## src/rtl/seq_detect_moore.sv

```systemverilog
// Moore serial pattern detector; next-state table is derived from PATTERN at elaboration (KMP rule).
// Define SEQDET_COUNT_EN to add the saturating match_cnt output.
module seq_detect_moore #(
  parameter int unsigned  N       = 5,
  parameter logic [N-1:0] PATTERN = N'(5'b11010),
  parameter int unsigned  OVERLAP = 1
) (
  input  logic       clk,
  input  logic       rst,
  input  logic       x_in,
  input  logic       en,
  output logic       y_out
`ifdef SEQDET_COUNT_EN
  ,
  output logic [7:0] match_cnt
`endif
);

  if (N < 2 || N > 16) begin : g_bad_n
    $error("seq_detect_moore: N=%0d outside legal range 2..16", N);
  end

  localparam int unsigned SW = $clog2(N + 1);
  localparam int unsigned TW = (N + 1) * SW;

  typedef enum logic [SW-1:0] {
    S0 = SW'(0),
    SN = SW'(N)
  } state_t;

  function automatic logic pbit(input int unsigned i);
    return 1'(PATTERN >> i);
  endfunction

  // Longest j <= k+1 such that (matched prefix of length k, then b) ends with PATTERN's first j bits.
  function automatic logic [SW-1:0] step(input int unsigned k, input logic b);
    logic [31:0]  hist;
    logic         ok;
    int unsigned  best;
    hist = '0;
    best = 0;
    for (int unsigned i = 0; i < k; i++) hist = hist | (32'(pbit(N - 1 - i)) << i);
    hist = hist | (32'(b) << k);
    for (int unsigned j = 1; j <= k + 1; j++) begin
      ok = 1'b1;
      for (int unsigned m = 0; m < j; m++)
        if (1'(hist >> (k + 1 - j + m)) != pbit(N - 1 - m)) ok = 1'b0;
      if (ok) best = j;
    end
    return SW'(best);
  endfunction

  function automatic int unsigned border();
    int unsigned best;
    logic        ok;
    best = 0;
    for (int unsigned j = 1; j < N; j++) begin
      ok = 1'b1;
      for (int unsigned m = 0; m < j; m++)
        if (pbit(N - 1 - m) != pbit(j - 1 - m)) ok = 1'b0;
      if (ok) best = j;
    end
    return best;
  endfunction

  // Row SN restarts from the longest border (overlap) or from S0 (no overlap).
  function automatic logic [TW-1:0] build(input logic b);
    logic [TW-1:0] t;
    int unsigned   f;
    t = '0;
    f = (OVERLAP != 0) ? border() : 0;
    for (int unsigned k = 0; k < N; k++) t = t | (TW'(step(k, b)) << (k * SW));
    t = t | (TW'(step(f, b)) << (N * SW));
    return t;
  endfunction

  localparam logic [TW-1:0] NXT0 = build(1'b0);
  localparam logic [TW-1:0] NXT1 = build(1'b1);

  state_t state_q, state_d;

  always_ff @(posedge clk or negedge rst) begin
    if (!rst) state_q <= S0;
    else      state_q <= state_d;
  end

  always_comb begin
    state_d = state_q;
    if (state_q > SN)
      state_d = S0;
    else if (en)
      state_d = state_t'(SW'((x_in ? NXT1 : NXT0) >> (SW * int'(state_q))));
  end

  assign y_out = (state_q == SN);

`ifdef SEQDET_COUNT_EN
  always_ff @(posedge clk or negedge rst) begin
    if (!rst)
      match_cnt <= '0;
    else if (en && state_d == SN && match_cnt != 8'hFF)
      match_cnt <= match_cnt + 8'd1;
  end
`endif

endmodule

```

## config.mk

```make
export PLATFORM = sky130hd
export DESIGN_NAME = seq_detect_moore
export DESIGN_NICKNAME = d
export VERILOG_FILES = /design/src/rtl/seq_detect_moore.sv
export SDC_FILE = /design/constraint.sdc
export NUM_CORES = 1
export LEC_CHECK = 0
export CAP_MARGIN = 20
export CORE_AREA = 4 4 41 43
export CTS_CLUSTER_DIAMETER = 120
export DETAILED_ROUTE_END_ITERATION = 10
export DIE_AREA = 0 0 45 47
export PLACE_DENSITY = 0.36
export SYNTH_ARGS = -nofsm -noshare
export SYNTH_HDL_FRONTEND = slang
export SYNTH_SLANG_ARGS = --single-unit
```

## constraint.sdc

```tcl
create_clock -name clk -period 1.4 [get_ports clk]
set_clock_uncertainty 0.1 [all_clocks]
set_input_delay 0.28 -clock clk [delete_from_list [all_inputs] [get_ports clk]]
set_output_delay 0.28 -clock clk [all_outputs]
set_load 0.01 [all_outputs]
```

==> reports/summary.txt, run 1 <==
Final Total Pwr -> 675.7 uW
Rel. slew slack -> 88.09%
largest reg by FF count -> state_q
Netlist cell types -> 16
Top Registers -> state_q: 3 flops
layout cells sized above 1 -> 56.41%
flop2flop setup slack -> 40 ps
CTS Buf Count -> 3
failing checks -> setup timing
CTS max path bufs -> 2
EDFF count, synth -> 0
Final Hold Viols -> 0
TritonCTS clock tree -> done
hpwl dp -> 390 um
H-tree levels -> 1
Pre-antenna DRT Iters -> 1
WP data arrival -> 1040 ps
Yosys top cell area share -> 32.09%
PD cells -> 1565 mW/mm^2
Port Buffers -> 4
initial antenna violation count -> 0
routability cong. -> 0.7373
syn_nets -> 28
Peak supply drop -> 0.3766 mV
Slowest-stage cell, CP -> dfrtp_1
Pins Over Slew Limit -> 0
final std cells w/o fill -> 54
pin count of the biggest net entering global routing -> 7
Routed WL per cell -> 10.81 um
synthesized flop and latch total -> 3
Synth Flop Type -> dfrtp_1
CTS clk-pin slew, worst paths -> 40 ps
area of the multi-input gates -> 178.9 um^2
setup violators final -> 1
initial core utilization -> 17.98%
CTS root buffer -> clkbuf_4
die area -> 0.002115 mm^2
core area -> 0.001301 mm^2
# fillers -> 143
Worst Hold Class -> in -> async
Netlist Area Pre-Place -> 234.0 um^2
Cell Rows -> 13
Fmax -> 0.7055 GHz
Storage cell area -> 75.07 um^2
R2R cell count -> 5
Syn Area/Cell -> 11.14 um^2
FF-to-FF End -> state_q[0]
Inserted Diodes -> 0
LEAKAGE -> 0.2095 nW
worst skew pair latency -> 230 ps
Cells after Synth -> 21
final worst slack -> -17.51 ps
vias in the first global route -> 223
Post-route DRC -> 0
max-cap viol count -> 0
Fin Hold WS -> 130.5 ps
Starting DRT DRC Count -> 0
post-synthesis sequential area ratio -> 32.09%
outcome -> complete, but fails checks
DR vias -> 224
Worst Tran Pin Value -> 173.7 ps
first-pass GRT wire length -> 800 um
min Tclk post-route -> 1418 ps
Antenna Nets Post-Route -> 0
Die W -> 45 um
yosys warns -> 0
DR vias/cell -> 4.148
RR Startpoint -> state_q[0]
Final Net Count -> 47
leading area contributor after synthesis -> dfrtp_1
Area Overhead vs Synth -> 84.49%
gr usage total -> 5.384%
# clock sinks -> 3
CTS Hold Buffers Added -> 0
Synth top cells by count -> 3 x dfrtp_1, 3 x ha_1, 2 x inv_1
routed wire length -> 584 um
grt total ovfl -> 0
Setup Crit Path Kind -> reg -> out
CP peak stage delay -> 360 ps
die height -> 47 um
Async S/R FF share, synth -> 100.0%
max FFs per register -> 3
Worst Path Max Fanout -> 2
ranking of synthesized cells by area -> dfrtp_1 32%, ha_1 16%, a221oi_2 6.4%, nand4bb_1 4.8%, a21bo_2 4.3%
period utilisation layout -> 101.3%
critical-path cell list -> and2b_2 -> and2_4 -> buf_6
Final Util -> 33.17%
# IOs -> 5
Inst Count DP -> 46
startpoint types -> flip-flop
RSZ-0062 raised after global routing -> true
Worst setup EP type -> primary output
Worst Path Required -> 1020 ps
[cells in the final DEF (no fill, tap or decap), types with 2 or more instances in the layout]
cell,instances
buf_4,9
clkbuf_4,3
dfrtp_1,3
ha_4,2
clkdlybuf4s50_1,2
buf_6,2
[how the worst max path moves through the flow]
stage               startpoint          to  slack [ps]  depth (start not counted)
finish              state_q[1]       y_out         -20                          3
global route        state_q[1]       y_out         -60                          3
CTS                 state_q[2]       y_out         -50                          3
detailed placement        x_in  state_q[2]        -260                          5
global placement          x_in  state_q[2]        -250                          5
floorplan           state_q[0]  state_q[2]         170                          4
[final cells by class]
cell class	count	area share, %
inverter	2	2.319
sequential	3	17.39
clock buffer	4	6.087
tap	15	4.348
multi-input combinational	16	41.45
timing repair buffer	14	28.41
[report_power, final]
part	switching [mW]	total (mW)	internal, mW
registers	0.0175	0.137	0.119
logic	0.151	0.388	0.236
clock network	0.0445	0.151	0.107
total	0.213	0.676	0.462
[worst max-delay path, delay by kind of cell (launching register included)]
kind,cells,cell delay (ps)
flip-flops,1,360
buffers and inverters,1,90
AND/OR/NAND/NOR,2,350
[logic make-up after synthesis]
logic type,count (synthesis),share of synthesized area (%)
AO/OA/AOI/OAI,5,21.39
adder cells (fa/ha/maj),3,16.04
buffers and inverters,2,3.210
flip-flops,3,32.08
multiplexers,1,4.278
AND/OR/NAND/NOR,7,23.00
[timing repair]
action | in CTS | in global routing
buffers inserted | 2 | 2
resized for setup | 6 | 9
setup endpoints to repair | 3 | 2
pin swaps | 1 | 2
[per-stage QoR]
step | worst slack, ps | TNS, ps | area (um^2)
final | -17.51 | -17.51 | 431.7
after global routing | -55.86 | -98.89 | 431.7
after CTS | -45.50 | -45.50 | 376.6
after detailed placement | -255.7 | -790.7 | 337.8
after global placement | -245.7 | -764.8 | 337.8
after floorplan | 173.8 | 0 | 234.0
[metal layers]
metal / track usage, % / wire [um] / part of all wire, %
met3: 0.3831 / 20 / 3.4
met2: 8.475 / 332 / 57
met1: 5.721 / 231 / 40
met4: 7.018 / 0 / 0
met5: 0 / 0 / 0
Note: power is estimated with default switching activity, not from simulation.
==> inputs of run 2 (changes only) <==
- CORE_AREA: 4 4 41 43 -> 2 2 39 41
- DIE_AREA: 0 0 45 47 -> 0 0 41 43
==> reports/summary.txt, run 2 (same netlist as run 1, synthesis figures left out) <==
setup violators final -> 1
period utilisation layout -> 100.5%
max FFs per register -> 3
CP peak stage delay -> 360 ps
gr usage total -> 7.638%
Worst Tran Pin Value -> 183.0 ps
core area -> 0.001384 mm^2
Worst setup EP type -> primary output
failing checks -> setup timing
min Tclk post-route -> 1407 ps
first-pass GRT wire length -> 862 um
most frequent cells in the layout -> 8 x buf_4, 3 x ha_1, 3 x clkbuf_4, 3 x dfrtp_1
Peak supply drop -> 0.6232 mV
initial core utilization -> 16.91%
Pre-antenna DRT Iters -> 2
Fmax -> 0.7106 GHz
Setup Crit Path Kind -> reg -> out
initial antenna violation count -> 0
H-tree levels -> 1
startpoint types -> flip-flop
Final Util -> 28.48%
TritonCTS clock tree -> done
Port Buffers -> 4
RSZ-0062 raised after global routing -> true
setup TNS -> -7.290 ps
LEAKAGE -> 0.1970 nW
# IOs -> 5
Setup WS pre-CTS -> -278.6 ps
CTS max path bufs -> 2
DR vias -> 210
PD cells -> 1507 mW/mm^2
Antenna Nets Post-Route -> 0
Starting DRT DRC Count -> 4
max-cap viol count -> 0
CTS Buf Count -> 3
CP top delay family -> flip-flops
die area -> 0.001763 mm^2
commonest non-fill, non-tap cell in the layout -> buf_4
routability cong. -> 0.7014
CTS Hold Buffers Added -> 0
CP bufs+invs -> 1
Post-route DRC -> 0
final worst slack -> -7.290 ps
DR vias/cell -> 3.889
Worst Path Required -> 1020 ps
vias in the first global route -> 212
# fillers -> 152
Final Net Count -> 46
routed wire length on met2 -> 252 um
hpwl dp -> 397.3 um
Die W -> 41 um
worst skew pair latency -> 230 ps
Top Registers -> state_q: 3 flops
pin count of the biggest net entering global routing -> 7
Pins Over Slew Limit -> 0
die height -> 43 um
outcome -> complete, but fails checks
layout cells sized above 1 -> 47.37%
Worst Hold Class -> in -> async
Worst Path Max Fanout -> 2
Post-Route M1 WL -> 211 um
R2R cell count -> 5
grt total ovfl -> 0
CTS root buffer -> clkbuf_4
Fin Hold WS -> 134.5 ps
metal3 WL -> 31 um
Final Hold Viols -> 0
Rel. slew slack -> 87.45%
top routing layer used -> met3
Cell Rows -> 14
Slowest-stage cell, CP -> dfrtp_1
routed wire length -> 495 um
largest reg by FF count -> state_q
Crit path depth -> 3
WP data arrival -> 1030 ps
critical-path cell list -> and2b_2 -> and2_4 -> buf_6
CTS clk-pin slew, worst paths -> 40 ps
# clock sinks -> 3
Inserted Diodes -> 0
Routed WL per cell -> 9.167 um
Area Overhead vs Synth -> 68.45%
## run 2: cell count changes in the layout (fill, tap and decap cells not counted), sizes merged
cell,previous run,this run
dlygate4sd2,0,1
buf,11,10
dlymetal6s2s,1,0
## run 2: routing by layer
layer	GRT usage [%]	vias up
li1	-	111
met1	9.032	95
met2	10.00	4
met3	3.665	0
met4	6.000	0
met5	0	-
## run 2: layout make-up
type                            instances  area, um^2  share of cell area, %
Multi-Input combinational cell         16       153.9                  39.05
Timing Repair Buffer                   13       111.4                  28.25
Sequential cell                         3       75.07                  19.05
Inverter                                2       7.507                  1.905
Clock buffer                            4       26.28                  6.667
Tap cell                               16       20.02                  5.079
## run 2: power by group
group	total [mW]	switching, mW	internal (mW)
Combinational	0.312	0.124	0.188
Sequential	0.135	0.0155	0.119
Clock	0.147	0.0403	0.107
Total	0.594	0.180	0.414
## run 2: final timing paths
path	start	slack, ps	endpoint
worst max-delay path	state_q[2]	-7	y_out
worst min-delay path	rst	130	state_q[2]
worst max register to register	state_q[0]	70	state_q[0]
worst min register to register	state_q[2]	550	state_q[0]
max in group asynchronous	rst	920	state_q[0]
min in group clk	state_q[2]	550	state_q[0]
## run 2: stage by stage
step / power, mW / cells / instance area, um^2
2_1_floorplan: 0.2938 / 21 / 234.0
3_3_place_gp: 0.4056 / 47 / 339.1
3_5_place_dp: 0.4028 / 47 / 339.1
4_1_cts: 0.5943 / 53 / 377.9
5_1_grt: 0.6384 / 54 / 394.1
6_report: 0.5939 / 54 / 394.1
## run 2: timing repair
| action | in CTS | in global routing |
|---|---|---|
| endpoints found under the setup margin | 3 | 2 |
| gates cloned | 0 | 0 |
| pin swaps | 3 | 2 |
| resized for setup | 7 | 2 |
| buffers inserted | 2 | 1 |
==> RTL change 1, RTL diff (settings of run 2) <==
The parameter `N` goes from 5 to 6.
--- a/src/rtl/seq_detect_moore.sv
+++ b/src/rtl/seq_detect_moore.sv
@@ -1,7 +1,7 @@
 // Moore serial pattern detector; next-state table is derived from PATTERN at elaboration (KMP rule).
 // Define SEQDET_COUNT_EN to add the saturating match_cnt output.
 module seq_detect_moore #(
-  parameter int unsigned  N       = 5,
+  parameter int unsigned  N       = 6,
   parameter logic [N-1:0] PATTERN = N'(5'b11010),
   parameter int unsigned  OVERLAP = 1
 ) (
Formal check against the unedited RTL: not equivalent (Yosys sat finds a counterexample within 10 cycles, from zero or initial values and one cycle with rst low).
==> RTL change 1 against run 2 <==
Non-clock buffer count down 3. Fmax up 4.2%. Synthesized area down 0.53%. Routed wire length down 2.2%. Die area unchanged. Clock power about the same. Sequential cell count unchanged. Core utilization down 1.9 points. Total power up 1.2%. Worst hold slack worse by 0.0019 ns. Critical path type unchanged. Worst setup slack better by 0.057 ns. Largest power group unchanged. First-iteration DRC count down 100%. Final area down 6.7%.
==> RTL change 1: results (changes against run 2) <==
ANT cells 0 (unchanged); root buf cell clkbuf_4 (unchanged); final non-filler cell total 57 (was 54); final RePlAce weighted congestion 0.760 (was 0.701); Synth Area in Compound Gates 23.1% (was 21.4%); Post-Synth Adder-Cell Area 16.1% (was 16.0%); Placed Cells 53 (was 47); first-pass GRT wire length 945 um (was 862 um); critical path arrival 0.97 ns (was 1.03 ns); mux share of post-synthesis cell area 4.84% (was 4.28%); top post-synthesis cells by count 5 x nand2_1, 3 x dfrtp_1, 3 x ha_1, 3 x o21ai_0 (was 3 x dfrtp_1, 3 x ha_1, 2 x inv_1); fin nets 49 (was 46); Port-buffer cells 4 (unchanged); hold slack 0.133 ns (was 0.135 ns); Hold WC Path Type in2async (unchanged); layout cell share with drive strength beyond 1 31.7% (was 47.4%); Area contributors post-synth dfrtp_1 32%, ha_1 16%, nand2_1 8.1% (was dfrtp_1 32%, ha_1 16%, a221oi_2 6.4%); Leakage 0.000182 uW (was 0.000197 uW); Crit Path Max Fanout 2 (unchanged); synth unique cells 14 (was 16); via count of the first global-routing pass 219 (was 212); asr flop ratio synth 100% (unchanged); R2R Setup Slk approximately 0.080 ns; total number of H-tree levels 1 (unchanged); largest net degree at the start of global routing 8 (was 7); Switch Pwr 210 uW (was 180 uW); CTS clk-pin slew, worst paths 0.04 ns (about the same); VDD IR max 0.000533 V (was 0.000623 V); Post-Syn Nets 34 (was 28); Synth Cell Area 233 um2 (was 234 um2); run status finished, final reports clean (was finished, violations left); cells after synthesis 27 (was 21); Final Worst Setup Slack 0.0501 ns (was -0.00729 ns); Worst Tran Pin Value 0.200 ns (was 0.183 ns); Post-Synth XOR/XNOR Area 0% (unchanged); clk_lat worst skew 0.23 ns (about the same); sequential area share after synthesis 32.3% (was 32.1%); WL final 484 um (was 495 um); slowest CP cell dfrtp_1 (unchanged); initial antenna violation count 0 (unchanged); pre-CTS WS -0.243 ns (was -0.279 ns); cell family with most CP delay flip-flops (unchanged); Vias/cell 3.86 (was 3.89); 1st-pass router iterations 1 (was 2); initial drt markers 0 (was 4); hpwl dp 397 um (about the same); total track usage 7.85% (was 7.64%); CTS buffer count 3 (unchanged); Max clock buf depth 2 (unchanged)
==> RTL change 1: changes by cell type after synthesis, sizes merged, moves of 2 or more <==
cell    delta
o21ai      +6
and2b      -2
nand2      +5
nand2b     +2
==> RTL change 1: cell type report <==
type	count	area, um2
fillers	153	1020
repair buffers	10	88.8
clock buffers	4	26.3
well taps	16	20.0
flip-flops and latches	3	75.1
inverters	2	7.51
multi-input cells	22	150
==> RTL change 1: metrics by stage <==
stage / utilization, % / cell area, um2
2_1_floorplan: - / 233
3_3_place_gp: 24.4 / 338
3_5_place_dp: 24.4 / 338
4_1_cts: 25.9 / 359
5_1_grt: 26.6 / 368
6_report: 26.6 / 368
==> RTL change 1: per-layer routing <==
metal | vias up | track usage (%) | wire length [um]
li1 | 122 | - | -
met1 | 96 | 11.4 | 233
met2 | 2 | 10.3 | 238
met3 | 0 | 5.24 | 12
met4 | 0 | 0 | 0
met5 | - | 0 | 0
==> RTL change 1: repair_timing <==
action | 4_1_cts | 5_1_grt
endpoints found under the setup margin | 2 | 2
setup buffers | 0 | 0
gates resized for setup | 5 | 2
==> RTL change 1: final timing paths <==
path / startpoint / to / cells after the start
min in group clk: x_in / state_q[0] / 3
worst max register to register: state_q[0] / state_q[1] / 5
worst min-delay path: rst / state_q[1] / 1
worst min register to register: state_q[1] / state_q[1] / 2
worst max-delay path: state_q[0] / y_out / 3
max in group asynchronous: rst / state_q[0] / 1
==> RTL change 1: cell families after synthesis <==
| group | count (synthesis) |
|---|---|
| multiplexers | 1 |
| AND/OR/NAND/NOR | 10 |
| flip-flops | 3 |
| buffers and inverters | 2 |
| adder cells (fa/ha/maj) | 3 |
| AO/OA/AOI/OAI | 8 |
==> RTL change 1: worst reg2reg max path, stage by stage (launching register included) <==
cell and delay (ns):
dfrtp_1 0.37, buf_4 0.16, ha_1 0.17, mux2_1 0.28, nand2_1 0.07, o21ai_1 0.05
==> RTL change 1: power by group through the flow <==
stage	Sequential [uW]	Combinational, uW	Clock (uW)
final	143	311	147
after global routing	147	355	163
after CTS	143	314	151
after detailed placement	144	310	0
after global placement	142	315	0
after floorplan	182	131	0
==> RTL change 2, RTL diff (config.mk and constraints of run 2) <==
Made on the original files. Add an input register stage for `x_in`, without a reset; this delays it by one clock. The other inputs are not delayed to match.
--- a/src/rtl/seq_detect_moore.sv
+++ b/src/rtl/seq_detect_moore.sv
@@ -15,6 +15,12 @@
   output logic [7:0] match_cnt
 `endif
 );
+
+  logic x_q;
+
+  always_ff @(posedge clk) begin
+    x_q <= x_in;
+  end
 
   if (N < 2 || N > 16) begin : g_bad_n
     $error("seq_detect_moore: N=%0d outside legal range 2..16", N);
@@ -89,7 +95,7 @@
     if (state_q > SN)
       state_d = S0;
     else if (en)
-      state_d = state_t'(SW'((x_in ? NXT1 : NXT0) >> (SW * int'(state_q))));
+      state_d = state_t'(SW'((x_q ? NXT1 : NXT0) >> (SW * int'(state_q))));
   end
 
   assign y_out = (state_q == SN);
Behaviour: not the same (Yosys sat finds a counterexample within 10 cycles, from zero or initial values and one cycle with rst low).
==> RTL change 2 against run 2 <==
The run still ends with setup timing left. Sequential power rose by 24%. Routed wire length increased by 3.6%. Worst setup slack got worse by 0.013 ns. Final area down 1.3%. Clock power increased by 6%. Sequential cell count grew 1. Synthesized area is 8.6% higher. Fmax fell by 0.91%. Die area is the same. Core utilization fell by 0.36 points. Total power down 0.85%. Critical endpoint unchanged.
==> RTL change 2: results (changes against run 2) <==
run status finished, violations left (unchanged); failing checks setup timing (unchanged); 1st-pass router iterations 4 (was 2); met3 usage 1.57% (was 3.66%); Final Worst Setup Slack -0.0202 ns (was -0.00729 ns); R2R Setup Slk 0.11 ns (was 0.07 ns); via count 225 (was 210); hpwl dp 388 um (was 397 um); met2 Use GR 10.9% (was 10.0%); final setup fails 1 (unchanged); Final TNS setup -0.0202 ns (was -0.00729 ns); Post-Syn Nets 29 (was 28); cells on worst reg2reg path 4 (was 5); first-pass GRT wire length 800 um (was 862 um); synth unique cells 17 (was 16); sequential area share after synthesis 37.4% (was 32.1%); pre-CTS WS -0.189 ns (was -0.279 ns); final RePlAce weighted congestion 0.691 (was 0.701); Worst Tran Pin Value 0.171 ns (was 0.183 ns); VDD IR max 0.000461 V (was 0.000623 V); initial drt markers 5 (was 4); global routing met1 resource utilization 6.84% (was 9.03%); Sequential Power 167 uW (was 135 uW); Placed Cells 46 (was 47); fin nets 44 (was 46); Post-Route M1 WL 192 um (was 211 um); Comb power 266 uW (was 312 uW); Vias/cell 4.33 (was 3.89)
-- RTL change 2: critical path, cell delays in order (launching register included) --
cell     delay [ns]
dfrtp_1        0.36
and2b_2        0.20
and2_4         0.14
buf_6          0.11
-- RTL change 2: final cells by class --
cell class                      instances  area, um2  share of cell area, %
Multi-Input combinational cell         16        154                   39.5
Inverter                                2       7.51                   1.93
Sequential cell                         4       95.1                   24.4
Tap cell                               16       20.0                   5.14
Timing Repair Buffer                   10       86.3                   22.2
Clock buffer                            4       26.3                   6.75
-- RTL change 2: cells by family (layout without fill, tap and decap cells) --
logic type / count (synthesis) / count (layout) / synth area share [%]
AO/OA/AOI/OAI: 5 / 5 / 19.7
adder cells (fa/ha/maj): 3 / 3 / 14.8
buffers and inverters: 2 / 16 / 2.96
flip-flops: 4 / 4 / 37.4
multiplexers: 1 / 1 / 3.94
AND/OR/NAND/NOR: 7 / 7 / 21.2
